File: src/rtl/pc_unit.sv
// Program-counter stage: holds the fetch address and picks the next one from
// sequential increment, a live branch/jump, or a redirect parked during stall.
module pc_unit #(
  parameter logic [31:0] RESET_VECTOR = 32'h0000_0000
) (
  input  logic        clk,
  input  logic        clr,
  input  logic        stall,
  input  logic        branch_taken,
  input  logic [15:0] branch_offset,
  input  logic        jump,
  input  logic [25:0] jump_index,
  output logic [31:0] pc,
  output logic [31:0] pc_plus4,
  output logic        fetch_valid,
  output logic        redirect_pending
);

  localparam logic [1:0] S_RESET = 2'b00;
  localparam logic [1:0] S_RUN   = 2'b01;
  localparam logic [1:0] S_HELD  = 2'b10;

  typedef struct packed {
    logic        vld;
    logic [31:0] tgt;
  } redir_t;

  logic [1:0]  state;
  logic [31:0] pend_addr;
  logic [31:0] br_tgt;
  logic [31:0] jmp_tgt;
  redir_t      redir;

  assign pc_plus4 = pc + 32'd4;
  assign br_tgt   = pc_plus4 + {{14{branch_offset[15]}}, branch_offset, 2'b00};
  assign jmp_tgt  = {pc_plus4[31:28], jump_index, 2'b00};

  // Jump outranks a simultaneously taken branch.
  always_comb begin
    redir.vld = jump | branch_taken;
    redir.tgt = jump ? jmp_tgt : br_tgt;
  end

  assign fetch_valid      = (state != S_RESET) & ~stall;
  assign redirect_pending = (state == S_HELD);

  always_ff @(posedge clk or negedge clr) begin
    if (!clr) begin
      pc        <= RESET_VECTOR;
      pend_addr <= 32'h0;
      state     <= S_RESET;
    end else begin
      case (state)
        S_RESET: state <= S_RUN;
        default: begin
          if (stall) begin
            // Newest redirect seen during a stall wins.
            if (redir.vld) begin
              pend_addr <= redir.tgt;
              state     <= S_HELD;
            end
          end else if (redir.vld) begin
            pc    <= redir.tgt;
            state <= S_RUN;
          end else if (state == S_HELD) begin
            pc    <= pend_addr;
            state <= S_RUN;
          end else begin
            pc <= pc_plus4;
          end
        end
      endcase
    end
  end

endmodule
File: config.mk
export PLATFORM = sky130hd
export DESIGN_NAME = pc_unit
export DESIGN_NICKNAME = d
export VERILOG_FILES = /design/src/rtl/pc_unit.sv
export SDC_FILE = /design/constraint.sdc
export NUM_CORES = 1
export LEC_CHECK = 0
export ABC_AREA = 1
export ABC_CLOCK_PERIOD_IN_PS = 2500
export CAP_MARGIN = 20
export CORE_MARGIN = 3
export CORE_UTILIZATION = 49
export DETAILED_ROUTE_END_ITERATION = 10
export PLACE_DENSITY = 0.8
export SETUP_SLACK_MARGIN = 0.15
export SLEW_MARGIN = 5
export SYNTH_ARGS = -nofsm -noshare
export SYNTH_HDL_FRONTEND = slang
export SYNTH_SLANG_ARGS = --single-unit
File: constraint.sdc
create_clock -name clk -period 2.5 [get_ports clk]
set_input_delay 0.5 -clock clk [delete_from_list [all_inputs] [get_ports clk]]
set_output_delay 0.5 -clock clk [all_outputs]
set_load 0.1 [all_outputs]
==> impl_metrics.ini, run 1 <==
[placed_design]
dpl.hpwl_um = 19700
place_ws_ns = -0.749
portBuffers = 112
routabilityCongestion = 0.959

[floorplan]
ios = 113
start_util_pct = 50.7
rows = 41
die_h_um = 121
chipWidth_um = 121

[clocking]
cts_buffers = 9
h-tree-depth = 3
clock-sinks = 66
ctsLongestPathBuffers = 2
cts-root-buf = clkbuf_16

[global_routing]
overflow = 1147
grtUsageTotal_pct = 97.9
grt_max_degree = 67

[status]
stop_stage = global routing (5_1_grt)
error = [ERROR GRT-0232] Routing congestion too high. Check the congestion heatmap in the GUI.
outcome = did not finish

[yosys]
syn_area_per_cell_um2 = 6.16
synth_top_area_share_pct = 25.5
syn_nets = 1135
synth_warnings = 0
synth_top_area_cell = dfrtp_1
synthCells = 1051
ys_seq_area_share_pct = 25.5
ys_types = 44
synth_area_um2 = 6470
synthTopCellsByArea = dfrtp_1 26%, nand2_1 21%, inv_1 8.3%
ys_ff_latch = 66

[timing]
worst-ep-kind = register input
crit_endpoint = pc[26]$_DFFE_PN0P_/D
==> Yosys cell counts <==
master / instances
a21o_1: 4
a21oi_1: 55
a21oi_2: 3
a221oi_1: 3
a22oi_1: 2
a31oi_1: 1
and2_1: 2
and3_1: 2
buf_1: 2
buf_2: 8
buf_4: 3
clkbuf_1: 15
clkinv_2: 1
dfrtp_1: 66
fa_1: 1
ha_1: 36
inv_1: 143
inv_2: 5
nand2_1: 367
nand2_2: 8
nand2_4: 3
nand3_1: 102
nand3_2: 1
nand3b_1: 5
nand3b_4: 1
nand4_1: 8
nand4_2: 1
nor2_1: 88
nor2_2: 4
nor2_4: 9
nor3_1: 6
nor3_2: 2
nor3_4: 1
o211ai_1: 11
o21ai_0: 32
o21bai_1: 8
o221ai_1: 2
o22ai_1: 5
o32ai_1: 2
or2_1: 1
or2_2: 14
xnor2_1: 3
xor2_1: 13
xor2_2: 2
==> cell families after synthesis <==
group                    synth area share, %
adder cells (fa/ha/maj)                 7.27
AND/OR/NAND/NOR                         42.4
flip-flops                              25.5
XOR/XNOR                                2.67
AO/OA/AOI/OAI                           11.6
buffers and inverters                   10.6
==> through the flow <==
stage / utilization [%] / instances / TNS [ns] / cell area [µm²]
2_1_floorplan: - / 1051 / -83.41 / 6980
3_3_place_gp: 77.7 / 1498 / -23.35 / 9920
3_5_place_dp: 77.7 / 1498 / -27.73 / 9920
4_1_cts: 89.2 / 1552 / -24.69 / 11400
==> routing by layer <==
metal	overflow	GRT usage (%)
met5	1	39.3
met4	270	111
met3	13	73.7
met2	851	127
met1	12	87.5
==> repair_timing <==
item                                    in CTS
gates cloned                                 0
pin swaps                                   69
buffers inserted                            38
gates resized for setup                    212
hold buffers                                 0
endpoints found under the setup margin      80
==> run 2: changes to the inputs <==
ABC_CLOCK_PERIOD_IN_PS = 3200   (was 2500)
CORE_UTILIZATION = 40   (was 49)
PLACE_DENSITY = default   (was 0.8)
PLACE_DENSITY_LB_ADDON = 0.15   (was default)
SETUP_SLACK_MARGIN = default   (was 0.15)
clock period = 3.2 ns   (was 2.5 ns; I/O delays follow)
==> run 2 against run 1 <==
Net effect:
- the flow now finishes without violations
- synthesized area did not move
- synthesized cell count did not move
==> impl_metrics.ini, run 2 <==
[status]
outcome = completed

[layout]
fillers = 1459
layout_commonest_cell = nand2_1
multi_input_area_um2 = 5010
seqCellArea_um2 = 1660
fin_nets = 1328
layout-drive-gt1-share_pct = 29.6
final_cells = 1460
top_regs = pc (32), pend_addr (32), state (2)
final_core_util_pct = 63.0
layout_common_cells = 348 x nand2_1, 142 x buf_4, 129 x inv_1
area_delta_synth_final_pct = 51.3
n_antenna_cell = 0

[floorplan]
dieArea_um2 = 17700
chipWidth_um = 133
die_h_um = 133
core_area_um2 = 15500
start_util_pct = 41.7
ios = 113
rows = 45

[drt]
dr.pass1.iters = 5
initialDrtViolationCount = 667
routed_wl_um = 24400
ant_nets = 0
num_vias = 7498
drt-wirelength-per-cell_um = 16.7
route.detailed.drc = 0
vias_per_cell = 5.14

[placed_design]
dp.cells = 1422
dpl.hpwl_um = 18800
routabilityCongestion = 0.912
portBuffers = 112

[yosys]
synth_area_um2 = 6470
synth_warnings = 0
syn_area_per_cell_um2 = 6.16
synthTopCellsByCount = 367 x nand2_1, 143 x inv_1, 102 x nand3_1
synthCells = 1051
synth_top_area_cell = dfrtp_1
ys_ff_latch = 66
ys_types = 44
synth-async-reset-ratio_pct = 100
synthTopCellsByArea = dfrtp_1 26%, nand2_1 21%, inv_1 8.3%
synth_edf_count = 0
syn_nets = 1135
ys_seq_area_share_pct = 25.5
yosysMostFrequentCell = nand2_1
synth_top_area_share_pct = 25.5
ys.flop_type = dfrtp_1

[pwr]
power_density_nw_per_um2 = 826
share_comb_of_total_power_pct = 71.4
ir_worst_vdd_mv = 0.570
switchingPower_mw = 4.50
p_clk_share_pct = 12.8
switching_share_pct = 55.6
p_leak_nw = 4.86
cell_internal_pwr_mw = 3.59
seq_power_share_pct = 15.8

[timing]
worst_pin_slew_ns = 0.533
rsz0062_at_grt = yes
fmax_mhz = 316
hold_violations = 0
skew_ns = 0.00722
layout_min_cycle_time_ns = 3.17
setup_viol = 0
slew_headroom_pct = 64.1
finalCritPeriodShare_pct = 99.0
drv_slew = 0

[global_routing]
grt_antenna_before_repair = 0
use_met1_pct = 36.6
grt_pass1_vias = 6978
grtUsageTotal_pct = 26.2
overflow = 0
grtUsageMet2_pct = 41.1
grt_max_degree = 32
met3_usage_pct = 6.27
grt_first_pass_wirelength_um = 36700
busiest_layer = met2

[flow_run]
cap_viol_max_count = 0

[setup_path]
rr_endpoint = pc[31]$_DFFE_PN0P_
worst-path-buf-inv = 3
required_ns = 3.47
crit_path_end_kind = flop
path_delay_family = simple AND/OR/NAND/NOR gates
reg2reg_setup_slack_ns = 0.03
cp_max_fo = 3
r2r_cells = 21
slowest_stage = dfrtp_4
max_stage_delay_ns = 0.43
critPathLaunchType = flop
arrival_ns = 3.43
cp_cell_sequence = clkinvlp_4 > nor2_4 > nand2_4 > nor2_4 > nand2_4 > nor2_4 > nand2_4 > xor2_4 > clkinvlp_4 > buf_6 > ha_4 > nand2_4 > nor2_4 > and2_4 > and3_4 > nand2_1 > nand2_1 > nand2_1 > nand3_2 > nand3_2 > a21oi_2
path_class = reg2reg
reg2reg_from = pc[2]$_DFFE_PN0P_
cp.depth = 21

[clocking]
ctsLongestPathBuffers = 2
cts_buffers = 9
clock-sinks = 66
cts_tree = yes
clock_latency_ns = 0.34
cts-root-buf = clkbuf_16
h-tree-depth = 3
clk_pin_slew_ns = 0.05

[min_path]
hp-class = in2async
==> run 2: layout make-up <==
class | instances | share of cell area (%)
Multi-Input combinational cell | 808 | 51.1
Timing Repair Buffer | 210 | 19.9
Sequential cell | 66 | 17.0
Inverter | 149 | 6.11
Clock buffer | 14 | 2.80
Tap cell | 211 | 2.70
Clock inverter | 2 | 0.358
==> run 2: worst max-delay path by stage <==
stage                      start  slack (ns)                 end
6_report       pc[2]$_DFFE_PN0P_        0.03  pc[31]$_DFFE_PN0P_
5_1_grt        pc[2]$_DFFE_PN0P_       -0.15  pc[26]$_DFFE_PN0P_
4_1_cts        pc[2]$_DFFE_PN0P_       0.002  pc[27]$_DFFE_PN0P_
3_5_place_dp   pc[2]$_DFFE_PN0P_       -0.03  pc[23]$_DFFE_PN0P_
3_3_place_gp   pc[2]$_DFFE_PN0P_        0.01  pc[15]$_DFFE_PN0P_
2_1_floorplan  pc[2]$_DFFE_PN0P_       -0.88  pc[31]$_DFFE_PN0P_
==> run 2: per-stage QoR <==
stage          total power [mW]  worst slack (ns)  setup TNS [ns]  hold WS, ns  area, µm²
2_1_floorplan              4.90            -0.880          -38.53        0.344       6830
3_3_place_gp               6.51            0.0134               0        0.463       8760
3_5_place_dp               6.55           -0.0316         -0.0837        0.466       8760
4_1_cts                    7.61           0.00158               0        0.269       9100
5_1_grt                    8.54            -0.149           -1.48        0.282       9790
6_report                   8.09            0.0322               0        0.258       9790
==> run 2: power by group through the flow <==
stage	combinational (mW)	sequential (mW)	clock, mW
after global placement	5.24	1.27	0
after detailed placement	5.27	1.28	0
after CTS	5.30	1.27	1.04
final	5.77	1.28	1.03
after floorplan	2.85	2.04	0
after global routing	6.16	1.31	1.07
==> run 2: layer usage <==
metal / vias up / wire length, µm
met5: - / 0
met1: 3484 / 10900
met3: 18 / 2040
met2: 261 / 11300
met4: 0 / 270
li1: 3735 / -
==> run 2: logic make-up after synthesis <==
logic type      share of synthesized area [%]
xor+xnor                                 2.67
compound gates                           11.6
fa+ha+maj                                7.27
buf+inv                                  10.6
flops                                    25.5
simple gates                             42.4
==> run 2: what timing repair did <==
item,CTS,global route
pin swaps,0,27
hold buffers,0,0
hold endpoints to repair,0,0
setup endpoints to repair,8,40
resized for setup,4,110
setup buffers,0,22
(Power assumes the default switching activity.)
